**src/rtl/alu_issue_stage.sv**
```systemverilog
// alu_issue_stage: decodes an ALU/branch/load/store op, resolves write-back bypass and presents registered operands.
module alu_issue_stage (
  input  logic        clk,
  input  logic        reset,
  input  logic        in_valid,
  output logic        in_ready,
  input  logic [6:0]  opcode,
  input  logic [2:0]  funct3,
  input  logic        funct7_5,
  input  logic [4:0]  rs1_addr,
  input  logic [4:0]  rs2_addr,
  input  logic [4:0]  rd_addr,
  input  logic [63:0] rs1_data,
  input  logic [63:0] rs2_data,
  input  logic [63:0] imm,
  input  logic        fwd_valid,
  input  logic [4:0]  fwd_rd,
  input  logic [63:0] fwd_data,
  input  logic        flush,
  output logic        out_valid,
  input  logic        out_ready,
  output logic [3:0]  Alu_opr,
  output logic [63:0] IP_data1,
  output logic [63:0] IP_data2,
  output logic [4:0]  out_rd,
  output logic        out_is_branch,
  output logic        illegal,
  output logic [15:0] issue_cnt
);
  logic        r_valid, r_branch, r_illegal;
  logic [3:0]  r_opr;
  logic [63:0] r_d1, r_d2;
  logic [4:0]  r_rd;
  logic [15:0] r_cnt;
  logic        w_is_r, w_is_i, w_is_ld, w_is_st, w_is_b;
  logic        w_alu_ok, w_br_ok, w_legal, w_use_imm, w_cap;
  logic [3:0]  w_alu, w_br, w_opr;
  logic [63:0] w_op1, w_op2;
  logic [4:0]  w_rd;
  assign w_is_r  = opcode == 7'b0110011;
  assign w_is_i  = opcode == 7'b0010011;
  assign w_is_ld = opcode == 7'b0000011;
  assign w_is_st = opcode == 7'b0100011;
  assign w_is_b  = opcode == 7'b1100011;
  // register 0 is hard-wired, so a write-back to it must never bypass
  assign w_op1 = (fwd_valid && fwd_rd == rs1_addr && rs1_addr != 5'd0) ? fwd_data : rs1_data;
  assign w_op2 = (fwd_valid && fwd_rd == rs2_addr && rs2_addr != 5'd0) ? fwd_data : rs2_data;
  always_comb begin
    w_alu    = 4'b1111;
    w_alu_ok = 1'b1;
    case (funct3)
      3'b000:  w_alu = (w_is_r && funct7_5) ? 4'b0001 : 4'b0000;
      3'b001:  w_alu = 4'b0010;
      3'b100:  w_alu = 4'b0011;
      3'b101:  begin w_alu = 4'b0100; w_alu_ok = !funct7_5; end
      3'b110:  w_alu = 4'b0110;
      3'b111:  w_alu = 4'b0111;
      default: w_alu_ok = 1'b0;
    endcase
  end
  always_comb begin
    w_br    = 4'b1111;
    w_br_ok = 1'b1;
    case (funct3)
      3'b000:  w_br = 4'b0111;
      3'b001:  w_br = 4'b1000;
      3'b100:  w_br = 4'b1001;
      3'b101:  w_br = 4'b1010;
      default: w_br_ok = 1'b0;
    endcase
  end
  assign w_legal   = ((w_is_r || w_is_i) && w_alu_ok) || w_is_ld || w_is_st || (w_is_b && w_br_ok);
  assign w_opr     = !w_legal ? 4'b1111 : w_is_b ? w_br : (w_is_ld || w_is_st) ? 4'b0000 : w_alu;
  assign w_use_imm = w_is_i || w_is_ld || w_is_st;
  assign w_rd      = (w_legal && (w_is_r || w_is_i || w_is_ld)) ? rd_addr : 5'd0;
  assign in_ready  = !r_valid || out_ready;
  assign w_cap     = in_valid && in_ready && !flush;
  always_ff @(posedge clk or posedge reset) begin
    if (reset) begin
      r_valid   <= 1'b0;
      r_opr     <= 4'd0;
      r_d1      <= 64'd0;
      r_d2      <= 64'd0;
      r_rd      <= 5'd0;
      r_branch  <= 1'b0;
      r_illegal <= 1'b0;
      r_cnt     <= 16'd0;
    end else if (w_cap) begin
      r_valid   <= 1'b1;
      r_opr     <= w_opr;
      r_d1      <= w_op1;
      r_d2      <= w_use_imm ? imm : w_op2;
      r_rd      <= w_rd;
      r_branch  <= w_legal && w_is_b;
      r_illegal <= !w_legal;
      r_cnt     <= r_cnt + 16'd1;
    end else if (flush || out_ready) begin
      r_valid   <= 1'b0;
    end
  end
  assign out_valid     = r_valid;
  assign Alu_opr       = r_opr;
  assign IP_data1      = r_d1;
  assign IP_data2      = r_d2;
  assign out_rd        = r_rd;
  assign out_is_branch = r_branch;
  assign illegal       = r_illegal;
  assign issue_cnt     = r_cnt;
endmodule

```
**config.mk**
```make
export PLATFORM = sky130hd
export DESIGN_NAME = alu_issue_stage
export DESIGN_NICKNAME = d
export VERILOG_FILES = /design/src/rtl/alu_issue_stage.sv
export SDC_FILE = /design/constraint.sdc
export NUM_CORES = 1
export LEC_CHECK = 0
export CORE_AREA = 5 5 171 173
export CTS_CLUSTER_DIAMETER = 50
export DETAILED_ROUTE_END_ITERATION = 6
export DIE_AREA = 0 0 176 178
export PLACE_DENSITY = 0.76
export SETUP_SLACK_MARGIN = 0.15
export SLEW_MARGIN = 20
export SYNTH_ARGS = -nofsm -noshare
export SYNTH_HDL_FRONTEND = slang
export SYNTH_SLANG_ARGS = --single-unit
```
**constraint.sdc**
```tcl
create_clock -name clk -period 16.73 [get_ports clk]
set_clock_uncertainty 0.05 [all_clocks]
set_input_delay 3.346 -clock clk [delete_from_list [all_inputs] [get_ports clk]]
set_output_delay 3.346 -clock clk [all_outputs]
set_load 0.01 [all_outputs]
```
==> results.ini, run 1 <==
[route]
routed_wl_um = 31330
num_vias = 7688
met1_length_um = 12190
ant_nets = 0
avgViaCountPerCell = 4.954
drt_pre_antenna_iters = 4
drtIter0Drc = 365
routed.top_layer = met4
routed-wl-met2_um = 15780
met3_length_um = 2573
wire_per_inst_um = 20.18
drc = 0

[setup_path]
cpMostUsedCell = clkdlybuf4s50_1
crit_fanout = 4
r2r_cells = 5
startpoint_type = input pin
r2r-start = out_valid
critical-path-max-stage-delay_ns = 0.47
endpoint_kind = primary output
worst-path-buf-inv = 3
critical-path-top-delay-family = buffers and inverters
cp.arrival_ns = 4.53
worstSetupPathType = in2out
path_depth = 4
worstSetupStartpoint = out_ready
worstPathRequired_ns = 13.33
slowest_stage = clkdlybuf4s50_1
worstPathCellList = clkdlybuf4s50_1 > nor2b_4 > inv_2 > clkdlybuf4s50_1

[power]
power.leakage_nw = 5.030
power_density_mw_per_mm2 = 89.68
vdd.ir_drop.worst_v = 0.00005010

[min_path]
min_from = IP_data1[45]
whs_path_depth = 2
min_path_type = reg2reg

[clock_tree]
hold_buffers = 0
cts_resized = 0
cts_inserted_buffers = 17
post_cts.repair.setup_buffers = 0
cts_tree = done
cts_sinks = 156
path_clk_slew_ns = 0.06
cts.path.max_buffers = 2
cts_max_level = 4
worst_skew_pair.late_latency_ns = 0.41
cts_root_buffer = clkbuf_16

[global_routing]
grt_pass1_wl_um = 46190
grt_start_max_net_pins = 202
overflow = 0
grt.total_usage_pct = 18.90
antenna_found_initial = 0
grt_pass1_vias = 8049

[synthesis]
synthTopCellsByArea = dfrtp_1, mux2i_1, o22ai_1
ys_seq_area_share_pct = 48.72
syn_area_mm2 = 0.008013
ys_top_cells_by_count = dfrtp_1, mux2i_1, nand2_1, nor2_1, a21oi_1
synth_seq_cells = 156
yosys.area.top_type = dfrtp_1
synth-async-reset-ratio_pct = 100.0
synth_nets = 1071
synth_top_area_share_pct = 48.72
avgSynthCellArea_um2 = 10.31
syn_inst = 777
yosys_warnings = 0
synth.most_common_cell = dfrtp_1
synth_edf_count = 0
synthDistinctLibCells = 47
synth_flop_cell = dfrtp_1

[final_layout]
areaGrowthSynthToFinish_pct = 63.98
nets = 1487
finish.utilization_pct = 47.82
layoutNonFillerInstCount = 1552
fillers = 2593
multi_input_area_mm2 = 0.003662
design_area_mm2 = 0.01314
n_antenna_cell = 0
regArea_mm2 = 0.003904
drive_above_1_share_pct = 4.892

[placed_design]
postPlaceCellArea_mm2 = 0.01258
placed_cells = 1520
hpwl_um = 22480
portBuffers = 449
gp_congestion = 0.8320

[sta]
final-setup-viol-count = 0
rsz0062_at_grt = false
worstMarginPinSlew_ns = 1.044
period_needed_ns = 7.931
tns_ns = 0
layout_worst_path_cycle_share_pct = 47.41
report.final.slew_viol_count = 0
hold_violations = 0
max_freq_mhz = 126.1
slew_headroom_pct = 30.38

[floorplan]
die_x_um = 176
dieArea_mm2 = 0.03133
dieHeight_um = 178
ios = 450
start_util_pct = 29.16
rows = 61
fp.coreArea_mm2 = 0.02748

[run]
maxCapViolations = 0

[run_status]
status = finished, final reports clean

registers in the layout, indices dropped and copies added (netlist names):
register / cells
Alu_opr: 4
IP_data1: 64
IP_data2: 64
illegal: 1
issue_cnt: 16
out_is_branch: 1
out_rd: 5
out_valid: 1
worst paths after layout:
kind | endpoint | slack (ns)
worst max register to register | Alu_opr[0] | 14.03
worst min register to register | IP_data1[45] | 0.43
worst min-delay path | IP_data1[45] | 0.43
max in group asynchronous | IP_data2[30] | 11.72
min in group asynchronous | IP_data1[42] | 3.39
worst max-delay path | in_ready | 8.80
layer usage:
layer | vias up | GRT usage, %
li1 | 3612 | -
met1 | 3679 | 22.21
met2 | 353 | 33.16
met3 | 44 | 5.680
met4 | 0 | 6.173
met5 | - | 0
stage by stage:
step / hold WS, ns / total power [mW] / worst slack [ns]
global route: 0.4530 / 1.238 / 8.766
floorplan: 0.4539 / 0.5883 / 9.127
detailed placement: 0.4244 / 0.8088 / 8.801
finish: 0.4345 / 1.178 / 8.799
CTS: 0.4392 / 1.193 / 8.797
global placement: 0.4087 / 0.8019 / 8.819
layout make-up:
| class | count | share of cell area [%] |
|---|---|---|
| timing repair buffer | 456 | 34.70 |
| clock buffer | 20 | 3.476 |
| clock inverter | 12 | 0.7904 |
| multi-input combinational | 558 | 27.87 |
| tap | 346 | 3.295 |
| inverter | 4 | 0.1524 |
| sequential | 156 | 29.71 |
power by group:
| group | total (mW) | switching [mW] | internal [mW] |
|---|---|---|---|
| registers | 0.468 | 0.0370 | 0.431 |
| clock network | 0.379 | 0.177 | 0.202 |
| logic | 0.332 | 0.138 | 0.194 |
| total | 1.18 | 0.351 | 0.827 |
worst register-to-register path, cell delays in order (launching register included):
cell	delay [ns]
dfrtp_1	0.38
nor2b_4	0.15
nor3b_2	0.26
buf_4	0.84
o211ai_1	0.43
o32a_1	0.46
cells by family after synthesis:
group                      count (synthesis)  share of synthesized area [%]
DFF                                      156                          48.72
buffers and inverters                     63                          5.840
and+or+nand+nor                          188                          10.65
AOI/OAI and AO/OA                        216                          15.91
muxes                                    128                          15.99
xor gates and xnor gates                  25                          2.733
adders and majority gates                  1                         0.1561
cell usage in the layout, fill, tap and decap left out, drive strengths merged, types with 2 or more instances in the layout:
cell type	count
clkdlybuf4s50	449
dfrtp	156
mux2i	128
nand2	76
nor2	72
a21oi	68
o21ai	67
o22ai	64
clkbuf	20
xnor2	15
xor2	10
inv	9
buf	7
a22o	5
nor3	5
nand4	4
nand3	4
clkinv	4
nor2b	4
nand2b	4
nand3b	3
o22a	3
o21a	3
clkinvlp	3
and4	3
and2	2
and3	2
nor4	2
or2	2
a211oi	2
No activity file was read; power rests on OpenSTA's default activity.
==> run 2: changes to the inputs <==
CORE_AREA = 5 5 173 175   (was 5 5 171 173)
DIE_AREA = 0 0 178 180   (was 0 0 176 178)
PLACE_DENSITY = 0.75   (was 0.76)
clock period = 7.9 ns   (was 16.73 ns; I/O delays follow)
==> run 2 against run 1 <==
Against the previous run:
- total power up 120%
- count of clock-buffer cells in the layout down 1
- wire length up 0.89%
- critical path depth unchanged
- clock power up 130%
- cell area up 0.72%
- global-route usage up 0.056 points
- sequential share of layout area down 0.21 points
- critical endpoint unchanged
- largest power group unchanged
==> results.ini, run 2 (synthesized netlist as in run 1, its figures left out) <==
[run_status]
status = finished, final reports clean

[sta]
slew_headroom_pct = 30.03  ; -0.35 points
max_freq_mhz = 228.0
rsz0062_at_grt = false
period_needed_ns = 4.385
layout_worst_path_cycle_share_pct = 55.51
worstMarginPinSlew_ns = 1.050  ; +0.005283 ns
tns_ns = 0  ; unchanged
report.final.slew_viol_count = 0  ; unchanged
hold_violations = 0  ; unchanged
final-setup-viol-count = 0  ; unchanged

[setup_path]
worstPathCellList = clkdlybuf4s50_1 > nor2b_4 > inv_2 > clkdlybuf4s50_1
startpoint_type = input pin
worstPathRequired_ns = 6.27  ; -7.06 ns
cp.arrival_ns = 2.76  ; -1.77 ns
endpoint_kind = primary output
critical-path-max-stage-delay_ns = 0.47  ; about the same
crit_fanout = 4  ; unchanged
slowest_stage = clkdlybuf4s50_1
worstSetupPathType = in2out
cpMostUsedCell = clkdlybuf4s50_1

[clock_tree]
cts_inserted_buffers = 17  ; unchanged
hold_buffers = 0  ; unchanged
cts_sinks = 156  ; unchanged
cts_resized = 0  ; unchanged
path_clk_slew_ns = 0.06  ; about the same
worst_skew_pair.late_latency_ns = 0.42  ; about the same
post_cts.repair.setup_buffers = 0  ; unchanged
cts_root_buffer = clkbuf_16
cts_max_level = 4  ; unchanged
cts_tree = done
cts.path.max_buffers = 2  ; unchanged

[final_layout]
areaGrowthSynthToFinish_pct = 65.16
n_antenna_cell = 0  ; unchanged
regArea_mm2 = 0.003904  ; unchanged
layout_common_cells = clkdlybuf4s50_1, dfrtp_1, mux2i_1
nets = 1486  ; -0.067%
final_common_cell = clkdlybuf4s50_1
multi_input_area_mm2 = 0.003667  ; +0.14%
fillers = 2651  ; +2.2%
drive_above_1_share_pct = 4.655  ; -0.24 points

[floorplan]
ios = 450  ; unchanged
rows = 62  ; +1.6%
start_util_pct = 28.30  ; -0.86 points
die_x_um = 178  ; +1.1%
dieHeight_um = 180  ; +1.1%
fp.coreArea_mm2 = 0.02831  ; +3.1%
dieArea_mm2 = 0.03204  ; +2.3%

[route]
ant_nets = 0  ; unchanged
drt_pre_antenna_iters = 4  ; unchanged
drc = 0  ; unchanged
routed_wl_um = 31600  ; +0.89%
avgViaCountPerCell = 4.885  ; -1.4%
num_vias = 7752  ; +0.83%
drtIter0Drc = 437  ; +20%
wire_per_inst_um = 19.91  ; -1.3%

[power]
power_density_mw_per_mm2 = 194.8  ; +120%
finalPower_mw = 2.578  ; +120%
vdd.ir_drop.worst_v = 0.0001166  ; +130%
power.leakage_nw = 5.055  ; +0.51%

[global_routing]
overflow = 0  ; unchanged
grt_pass1_vias = 8136  ; +1.1%
grt.total_usage_pct = 18.95  ; +0.056 points
grt_start_max_net_pins = 202  ; unchanged
grt_pass1_wl_um = 47240  ; +2.3%
antenna_found_initial = 0  ; unchanged

[placed_design]
portBuffers = 449  ; unchanged
hpwl_um = 22530  ; +0.22%
gp_congestion = 0.8323  ; about the same

[min_path]
min_path_type = reg2reg

[run]
maxCapViolations = 0  ; unchanged

run 2: changes by cell type in the layout (fill, tap and decap cells not counted), sizes merged:
cell	before	now
clkinvlp	3	2
buf	7	6
clkbuf	20	19
bufinv	0	4
inv	9	5
run 2: metrics by stage:
step / util (%) / hold WS, ns / cell area (um^2) / worst slack [ns] / cells
3_3_place_gp: 44.58 / 0.4088 / 12620 / 3.446 / 1557
5_1_grt: 46.74 / 0.4555 / 13230 / 3.486 / 1587
2_1_floorplan: - / 0.4539 / 8013 / 2.063 / 777
4_1_cts: 46.74 / 0.4183 / 13230 / 3.514 / 1587
6_report: 46.74 / 0.4124 / 13230 / 3.515 / 1587
3_5_place_dp: 44.58 / 0.4066 / 12620 / 3.361 / 1557
run 2: path summary, 6_finish.rpt:
kind	depth (start not counted)	to	start	slack, ns
worst max-delay path	4	in_ready	out_ready	3.51
worst min-delay path	1	issue_cnt[15]	issue_cnt[15]	0.41
worst max register to register	5	IP_data2[38]	out_valid	5.11
worst min register to register	1	issue_cnt[15]	issue_cnt[15]	0.41
max in group asynchronous	3	IP_data2[22]	reset	4.68
min in group asynchronous	2	IP_data2[47]	reset	1.66
run 2: layout make-up:
class | instances | share of cell area [%]
sequential | 156 | 29.50
clock buffer | 19 | 3.347
tap | 384 | 3.631
multi-input combinational | 558 | 27.71
clock inverter | 11 | 1.267
timing repair buffer | 455 | 34.40
inverter | 4 | 0.1513
run 2: critical path, delay by kind of cell:
kind | cells | cell delay [ns]
buf+inv | 3 | 0.96
simple gates | 1 | 0.21
run 2: power breakdown:
group | switching [mW] | total [mW] | internal, mW
sequential | 0.0790 | 0.991 | 0.912
combinational | 0.292 | 0.704 | 0.412
clock | 0.349 | 0.883 | 0.535
run 2: metal layers:
layer	global-route usage, %	wire (um)	vias up
met3	5.882	2714	60
li1	-	-	3614
met2	33.03	15710	378
met5	0	0	-
met1	21.46	12160	3700
met4	7.519	1022	0
